File: config.mk
export PLATFORM = sky130hd
export DESIGN_NAME = uart_rx_flat
export DESIGN_NICKNAME = d
export VERILOG_FILES = /design/src/rtl/uart_rx_if.sv /design/src/rtl/uart_rx.sv /design/src/flat_wrapper.sv
export SDC_FILE = /design/constraint.sdc
export NUM_CORES = 1
export LEC_CHECK = 0
export ABC_AREA = 1
export BUFFER_PORTS_ARGS = -buffer_cell sky130_fd_sc_hd__buf_2
export CAP_MARGIN = 20
export CORE_ASPECT_RATIO = 2
export CORE_UTILIZATION = 54
export CTS_CLUSTER_DIAMETER = 80
export DETAILED_ROUTE_END_ITERATION = 6
export GPL_TIMING_DRIVEN = 0
export PLACE_DENSITY = 0.83
export SKIP_LAST_GASP = 1
export SLEW_MARGIN = 20
export SYNTH_ARGS = -nofsm -noshare
export SYNTH_HDL_FRONTEND = slang
export SYNTH_SLANG_ARGS = --single-unit
File: constraint.sdc
create_clock -name clk -period 1.71 [get_ports clk]
set_input_delay 0.171 -clock clk [delete_from_list [all_inputs] [get_ports clk]]
set_output_delay 0.171 -clock clk [all_outputs]
set_load 0.05 [all_outputs]
File: src/rtl/uart_rx_if.sv
// Receive-path bundle between the serial pin, the UART receiver and its byte consumer.
// master is the receiver side; slave is the line driver / byte consumer side.
`timescale 1ns/1ps

interface uart_rx_if;
    logic       rx;
    logic [7:0] rx_data;
    logic       rx_done;
    logic       frame_error;
    logic       rx_busy;

    modport master (
        input  rx,
        output rx_data,
        output rx_done,
        output frame_error,
        output rx_busy
    );

    modport slave (
        output rx,
        input  rx_data,
        input  rx_done,
        input  frame_error,
        input  rx_busy
    );
endinterface

File: src/rtl/uart_rx.sv
// 8N1 LSB-first UART receiver: synchronised rx pin, start-bit validation, mid-bit sampling,
// one-cycle rx_done strobe with a stop-bit frame_error flag.
`timescale 1ns/1ps

module uart_rx #(
    parameter int CLK_FREQ = 50_000_000,
    parameter int BAUD     = 115200
) (
    input  logic clk,
    input  logic rst_n,
    uart_rx_if.master bus
);

    localparam int          BAUD_CNT  = CLK_FREQ / BAUD;
    localparam int          HALF_CNT  = BAUD_CNT / 2;
    localparam logic [15:0] BAUD_LAST = 16'(BAUD_CNT - 1);
    localparam logic [15:0] HALF_LAST = 16'(HALF_CNT - 1);

    typedef enum logic [1:0] {
        IDLE  = 2'd0,
        START = 2'd1,
        DATA  = 2'd2,
        STOP  = 2'd3
    } state_t;

    state_t      state_reg;
    state_t      state_next;

    logic        rx_meta_reg;
    logic        rx_s_reg;
    logic        rx_d_reg;

    logic [15:0] cnt_reg;
    logic [15:0] cnt_next;
    logic [2:0]  bit_idx_reg;
    logic [2:0]  bit_idx_next;
    logic [7:0]  shift_reg;
    logic [7:0]  shift_next;

    logic [7:0]  rx_data_reg;
    logic        rx_done_reg;
    logic        frame_error_reg;

    logic        fall_edge;
    logic        half_tick;
    logic        baud_tick;

    logic        bit_sample;
    logic        frame_end;
    logic        busy;

    // Synchroniser and history FFs idle high so reset never looks like a start edge.
    always_ff @(posedge clk or negedge rst_n) begin
        if (!rst_n) begin
            rx_meta_reg <= 1'b1;
            rx_s_reg    <= 1'b1;
            rx_d_reg    <= 1'b1;
        end else begin
            rx_meta_reg <= bus.rx;
            rx_s_reg    <= rx_meta_reg;
            rx_d_reg    <= rx_s_reg;
        end
    end

    assign fall_edge = rx_d_reg & ~rx_s_reg;
    assign half_tick = (cnt_reg == HALF_LAST);
    assign baud_tick = (cnt_reg == BAUD_LAST);

    always_ff @(posedge clk or negedge rst_n) begin
        if (!rst_n) begin
            state_reg <= IDLE;
        end else begin
            state_reg <= state_next;
        end
    end

    always_comb begin
        state_next = state_reg;
        case (state_reg)
            IDLE: begin
                if (fall_edge) begin
                    state_next = START;
                end
            end
            START: begin
                // A high line at mid-start-bit was only a glitch.
                if (half_tick) begin
                    state_next = rx_s_reg ? IDLE : DATA;
                end
            end
            DATA: begin
                if (baud_tick && (bit_idx_reg == 3'd7)) begin
                    state_next = STOP;
                end
            end
            STOP: begin
                if (baud_tick) begin
                    state_next = IDLE;
                end
            end
            default: begin
                state_next = IDLE;
            end
        endcase
    end

    always_comb begin
        busy       = (state_reg != IDLE);
        bit_sample = (state_reg == DATA) && baud_tick;
        frame_end  = (state_reg == STOP) && baud_tick;
    end

    // Counter restarts on every state change and on every data-bit boundary.
    always_comb begin
        cnt_next = cnt_reg + 16'd1;
        if ((state_reg == IDLE) || (state_next != state_reg) || bit_sample) begin
            cnt_next = 16'd0;
        end
    end

    always_comb begin
        bit_idx_next = bit_idx_reg;
        if ((state_reg == START) && (state_next == DATA)) begin
            bit_idx_next = 3'd0;
        end else if (bit_sample && (bit_idx_reg != 3'd7)) begin
            bit_idx_next = bit_idx_reg + 3'd1;
        end
    end

    genvar gi;
    generate
        for (gi = 0; gi < 8; gi++) begin : g_shift
            assign shift_next[gi] = (bit_sample && (bit_idx_reg == 3'(gi))) ? rx_s_reg
                                                                             : shift_reg[gi];
        end
    endgenerate

    always_ff @(posedge clk or negedge rst_n) begin
        if (!rst_n) begin
            cnt_reg         <= 16'd0;
            bit_idx_reg     <= 3'd0;
            shift_reg       <= 8'h00;
            rx_data_reg     <= 8'h00;
            rx_done_reg     <= 1'b0;
            frame_error_reg <= 1'b0;
        end else begin
            cnt_reg     <= cnt_next;
            bit_idx_reg <= bit_idx_next;
            shift_reg   <= shift_next;
            rx_done_reg <= frame_end;
            // Data is delivered even on a bad stop bit; consumers gate on frame_error.
            if (frame_end) begin
                rx_data_reg     <= shift_reg;
                frame_error_reg <= ~rx_s_reg;
            end
        end
    end

    assign bus.rx_data     = rx_data_reg;
    assign bus.rx_done     = rx_done_reg;
    assign bus.frame_error = frame_error_reg;
    assign bus.rx_busy     = busy;

endmodule

File: src/flat_wrapper.sv
// flat-port wrapper written by rule: the top's interface ports become plain ports
module uart_rx_flat 
#(
    parameter int CLK_FREQ = 50_000_000,
    parameter int BAUD     = 115200
)
  (clk, rst_n, bus_rx, bus_rx_data, bus_rx_done, bus_frame_error, bus_rx_busy);
  uart_rx_if bus_i ();
  input  logic clk;
  input  logic rst_n;
  input wire logic [$bits(bus_i.rx)-1:0] bus_rx;
  output wire logic [$bits(bus_i.rx_data)-1:0] bus_rx_data;
  output wire logic [$bits(bus_i.rx_done)-1:0] bus_rx_done;
  output wire logic [$bits(bus_i.frame_error)-1:0] bus_frame_error;
  output wire logic [$bits(bus_i.rx_busy)-1:0] bus_rx_busy;
  assign bus_i.rx = bus_rx;
  assign bus_rx_data = bus_i.rx_data;
  assign bus_rx_done = bus_i.rx_done;
  assign bus_frame_error = bus_i.frame_error;
  assign bus_rx_busy = bus_i.rx_busy;
  uart_rx #(.CLK_FREQ(CLK_FREQ), .BAUD(BAUD)) u_core (.clk(clk), .rst_n(rst_n), .bus(bus_i));
endmodule
== Yosys cells after proc, flatten, opt, wreduce, memory -nomap -nowiden ==
Index checks and enable logic that the tools add are counted.

* Output and inout bits: 11
* Register bits: 42
* RAM bits: 0
* Bits in read-only memories: 0
* Logic and storage cells: 64
* Input port bits: 3
* Bits in latches: 0
* Memories kept: 0

* Mux-type cells: 9
* Reduce and logical (&&, ||, !) cells: 19
* Shift operators: 0
* Equality and inequality tests: 15
* Divide/modulo/power cells: 0
* $add $sub $neg: 2
* Bitwise logic cells: 2
* Multiply operators: 0
* $lt $le $gt $ge: 0

{| class="wikitable"
|+ Operator list
! cell !! number
|-
| $add 16x1->16 const B || 1
|-
| $eq 16x8->1 const B || 1
|-
| $eq 16x9->1 const B || 1
|-
| $mux 16 || 1
|-
| $logic_and 1x1->1 || 13
|-
| $eq 3x3->1 const B || 4
|-
| $mux 2 || 5
|-
| $pmux 2 s4 || 1
|-
| $eq 2x2->1 const B || 3
|-
| $eq 3x2->1 const B || 2
|-
| $mux 3 || 2
|-
| $reduce_bool 2->1 || 2
|-
| $add 3x1->3 const B || 1
|-
| $eq 3x1->1 const B || 1
|-
| $logic_not 3->1 || 1
|-
| $ne 3x3->1 const B || 1
|-
| $eq 2x1->1 const B || 1
|-
| $logic_not 2->1 || 1
|-
| $logic_or 1x1->1 || 2
|-
| $ne 2x2->1 || 1
|-
| $and 1x1->1 || 1
|-
| $not 1->1 || 1
|}

== Longest topological paths before layout ==
* Depth after elaboration: 8
* Mapped depth: 14

== Worst setup path before layout ==
OpenSTA, ideal clock, no wires.

* Path kind: register -> register
* Start point: reg u_core.cnt_reg[1]
* End point: reg u_core.cnt_reg[0]
* Arrival time: 1505 ps
* Period minus slack after synthesis: 1627 ps
* Setup time: 122 ps
* Required time: 1588 ps
* Buffers on the path: 1
* Stages on the path, launching flop included: 15
* Setup slack: 83 ps
* Path through: dfrtp_1 -> inv_1 -> ha_1 -> nand2_1 -> inv_1 -> nand2_1 -> nor2_2 -> nand2_4 -> nand2_2 -> nand2_2 -> inv_2 -> nand4_1 -> nand2_2 -> buf_6 -> nor2_1

* Longest elaborated chain between the ends: 8

{| class="wikitable"
|+ Ends and longest elaborated chain
! element !! line !! text
|-
| from (decl) || uart_rx.sv:33 || <nowiki>logic [15:0] cnt_reg;</nowiki>
|-
| from (signal assigned) || uart_rx.sv:147 || <nowiki>cnt_reg <= cnt_next;</nowiki>
|-
| $eq 16x9->1 || uart_rx.sv:67 || <nowiki>assign baud_tick = (cnt_reg == BAUD_LAST);</nowiki>
|-
| $logic_and 1x1->1 || uart_rx.sv:92 || <nowiki>if (baud_tick && (bit_idx_reg == 3'd7)) begin</nowiki>
|-
| $mux 2 || uart_rx.sv:92 ||
|-
| $pmux 2 s4 || uart_rx.sv:79 || <nowiki>case (state_reg)</nowiki>
|-
| $ne 2x2->1 || uart_rx.sv:116 || <nowiki>if ((state_reg == IDLE) || (state_next != state_reg) || bit_sample) begin</nowiki>
|-
| $logic_or 1x1->1 || uart_rx.sv:116 ||
|-
| $logic_or 1x1->1 (*) || uart_rx.sv:116 ||
|-
| $mux 16 (*) || uart_rx.sv:116 ||
|-
| via u_core.cnt_next[0] || uart_rx.sv:34 || <nowiki>logic [15:0] cnt_next;</nowiki>
|}

The timed path passes the listed nets; every way through them passes the cells marked *.
A chain may end at the register's enable or synchronous reset.

== Worst setup path in the final report ==
* Start point: reg u_core.cnt_reg[1]
* End point: reg u_core.cnt_reg[2]

* Longest elaborated chain between the ends: 8

{| class="wikitable"
|+ Ends and longest elaborated chain
! element !! line
|-
| $eq 16x9->1 || uart_rx.sv:67
|-
| $logic_and 1x1->1 || uart_rx.sv:92
|-
| $mux 2 || uart_rx.sv:92
|-
| $pmux 2 s4 || uart_rx.sv:79
|-
| $ne 2x2->1 || uart_rx.sv:116
|-
| $logic_or 1x1->1 (2 in series) || uart_rx.sv:116
|-
| $mux 16 (*) || uart_rx.sv:116
|-
| via u_core.cnt_next[2] || uart_rx.sv:34
|}

Marks and branches as above.

==> impl_results.md <==
- Synthesis Warnings: 0
- Synth area leader: dfrtp_1
- Die height: 91.2 um
- Final core utilization: 66.3%
- Max Cap Viol: 0
- FP Rows: 32
- Vias in the first global route: 1610
- Avg Cell Area, Syn: 8.76 um2
- Routed vias: 1673
- Pin count of the biggest net entering global routing: 43
- Largest family of logic cells by synthesized area: simple AND/OR/NAND/NOR gates
- Synth area leaders: dfrtp_1 45%, nor2_1 7.5%, nand2_1 7.2%
- Predominant post-synthesis flop cell: dfrtp_1
- Kind of critical path: flop to flop
- Endpoints failing setup: 9
- H-tree Lvls: 2
- Slew @ Worst Pin: 0.890 ns
- Max reg flops: 16
- Async SR Flop Fraction: 100%
- Netlist cell types: 31
- Effective utilization at floorplan: 55.8%
- Sequential area share after synthesis: 49.2%
- Area growth syn-to-layout: 18.8%
- Worst-path cell chain: inv_2, ha_4, nand2_2, inv_2, nand2_2, nor2_4, nand2_4, nand2_4, nand2_2, inv_2, nand4_1, nand2_2, buf_6, nor2_1
- I/O pin count: 14
- Post-synth top area share: 45.5%
- IO buf count: 13
- Total CTS buffers: 5
- Failing checks: hold timing, setup timing
- Die footprint: 0.00425 mm2
- # DRC: 0
- Min Clock Period, post-route: 1.74 ns
- Share of cells above drive strength 1: 25.3%
- Clk_skew: 0.00918 ns
- Initial DRT Pass Iterations: 4
- Synthesized area: 0.00215 mm2
- Sequential fraction of design power: 48.1%
- Cell count after placement: 309
- Slew Limit Fails: 0
- Max Fanout on Critical Path: 5
- Drt total wl: 4180 um
- Worst setup margin: -0.0306 ns
- Final hold violation count: 2
- Slew margin rel.: 40.7%
- Skew-Pair Late Insertion Delay: 0.29 ns
- Required @ worst endpoint: 1.88 ns
- Tcrit/Tclk final: 102%
- Non-filler instance count after layout: 324
- XOR/XNOR share of the synthesized area: 6.12%
- Simple-Gate Fraction of Synth Area: 25.4%
- Final #Nets: 284
- Number of synthesized register bits: 42
- CP Capture Type: flop
- Fmax: 575 MHz
- Clock Path Buffers: 2
- ANT nets after route: 0
- Syn Nets: 257
- Mux cell area share after synthesis: 1.52%
- Logic pwr share: 19.4%
- Hpwl dp: 3020 um
- VDD IR max: 786 uV
- CTS tree: yes
- Clock share of power: 32.4%
- Post-synth EDFFs: 0
- First-pass GRT wire length: 6890 um
- Post-synthesis compound-gate area fraction: 5.42%
- Pwr dens: 951 mW/mm2
- Clk sinks: 42
- RSZ-0062 raised after global routing: true
- Routability Congestion: 0.950
- FF-to-FF path depth: 14
- Worst path slowest cell: dfrtp_1
- Antenna violations before repair: 0
- Hold Slack: -0.00129 ns
- Root Driver: clkbuf_8
- Switching power total: 0.000683 W
- Congestion Overflow GR: 0
- Mapped Cells: 245
- Worst hold path class: input port to asynchronous set/reset pin
- Crit path launch type: flop
- DR iter-0 viols: 56
- Commonest non-fill, non-tap cells in the layout: 38 x nand2_1, 37 x dfrtp_1, 30 x inv_1, 30 x nor2_1
- ANT cells: 0
- Setup TNS: -0.119 ns
- Critical path arrival: 1.91 ns
- Commonest non-fill, non-tap cell in the layout: nand2_1
- P_leak: 1.24 nW
- Via/cell ratio: 5.16
- Design internal power: 0.00174 W
- Synth Area in Adders: 5.25%
- Routed length per instance: 12.9 um
- Most used cell along the critical path: nand2_2
- CORE AREA: 0.00384 mm2
- Total Routing Usage GR: 22.4%
- Largest stage delay, worst path: 0.39 ns
- Reg clk slew, reported paths: 0.08 ns
- Die Wd: 46.6 um
- Status: finished, violations left
- Switching Fraction: 28.2%
-- through the flow --
| step | cell area (um2) | setup slack, ns | power, W |
|---|---|---|---|
| floorplan | 2150 | 0.0831 | 0.00139 |
| global placement | 2270 | -0.101 | 0.00148 |
| detailed placement | 2270 | -0.145 | 0.00149 |
| CTS | 2440 | -0.0464 | 0.00232 |
| global route | 2550 | -0.125 | 0.00255 |
| finish | 2550 | -0.0306 | 0.00243 |
-- cell usage after synthesis, types with 2 or more instances --
| library cell | number |
|---|---|
| inv_1 | 33 |
| nand2_4 | 2 |
| nand3_1 | 12 |
| xor2_1 | 13 |
| dfrtp_1 | 39 |
| nand2_2 | 4 |
| ha_1 | 9 |
| o21a_1 | 7 |
| a21oi_1 | 9 |
| xnor2_1 | 2 |
| nor2_1 | 43 |
| dfstp_2 | 3 |
| nand4_1 | 4 |
| nor3_1 | 4 |
| mux2_2 | 2 |
| nand2_1 | 41 |
| nor4_1 | 4 |
-- path summary, 6_finish.rpt --
kind	startpoint	endpoint	slack (ns)
min reg2reg	u_core.rx_meta_reg	u_core.rx_s_reg	0.36
max reg2reg	u_core.cnt_reg[1]	u_core.cnt_reg[2]	-0.03
min in group clk	u_core.rx_meta_reg	u_core.rx_s_reg	0.36
max in group asynchronous	rst_n	u_core.cnt_reg[7]	1.09
min	rst_n	u_core.bus.rx_data[0]	-0.001
max	u_core.cnt_reg[1]	u_core.cnt_reg[2]	-0.03
-- layer usage --
metal	GRT usage [%]	vias up	share of wire (%)
met2	40.2	45	58
met5	0	-	0
met4	13.7	0	5.0
met3	4.17	20	2.8
met1	21.0	792	34
li1	-	816	-
-- worst max-delay path: cells and delay by family (launching register included) --
family	cells	cell delay [ns]
AND/OR/NAND/NOR	9	0.76
adder cells (fa/ha/maj)	1	0.13
buffers and inverters	4	0.32
flip-flops	1	0.39
-- timing repair --
action                                  4_1_cts  5_1_grt
endpoints found under the hold margin         1        0
hold buffers                                  1        0
resized for setup                             4       30
endpoints found under the setup margin       14       33
gates cloned                                  1        0
setup buffers                                 3        3
pin swaps                                     2        9
-- kinds of logic after synthesis --
kind of cell / Yosys count
mux: 3
simple gates: 119
compound gates: 19
fa+ha+maj: 9
buf+inv: 38
xor+xnor: 15
flops: 42
-- power by group through the flow --
stage	Clock, W	Sequential [W]	Combinational (W)
floorplan	0	0.00114	0.000251
global placement	0	0.00116	0.000316
detailed placement	0	0.00117	0.000328
CTS	0.000811	0.00115	0.000364
global route	0.000856	0.00118	0.000516
finish	0.000786	0.00117	0.000471
-- layout make-up --
type,instances,area (um2)
sequential,42,1060
timing repair buffer,21,135
clock inverter,1,30.0
tap,51,63.8
buffer,2,22.5
inverter,35,131
multi-input combinational,165,1020
fill,338,1290
clock buffer,7,86.3
(Power assumes the default switching activity.)
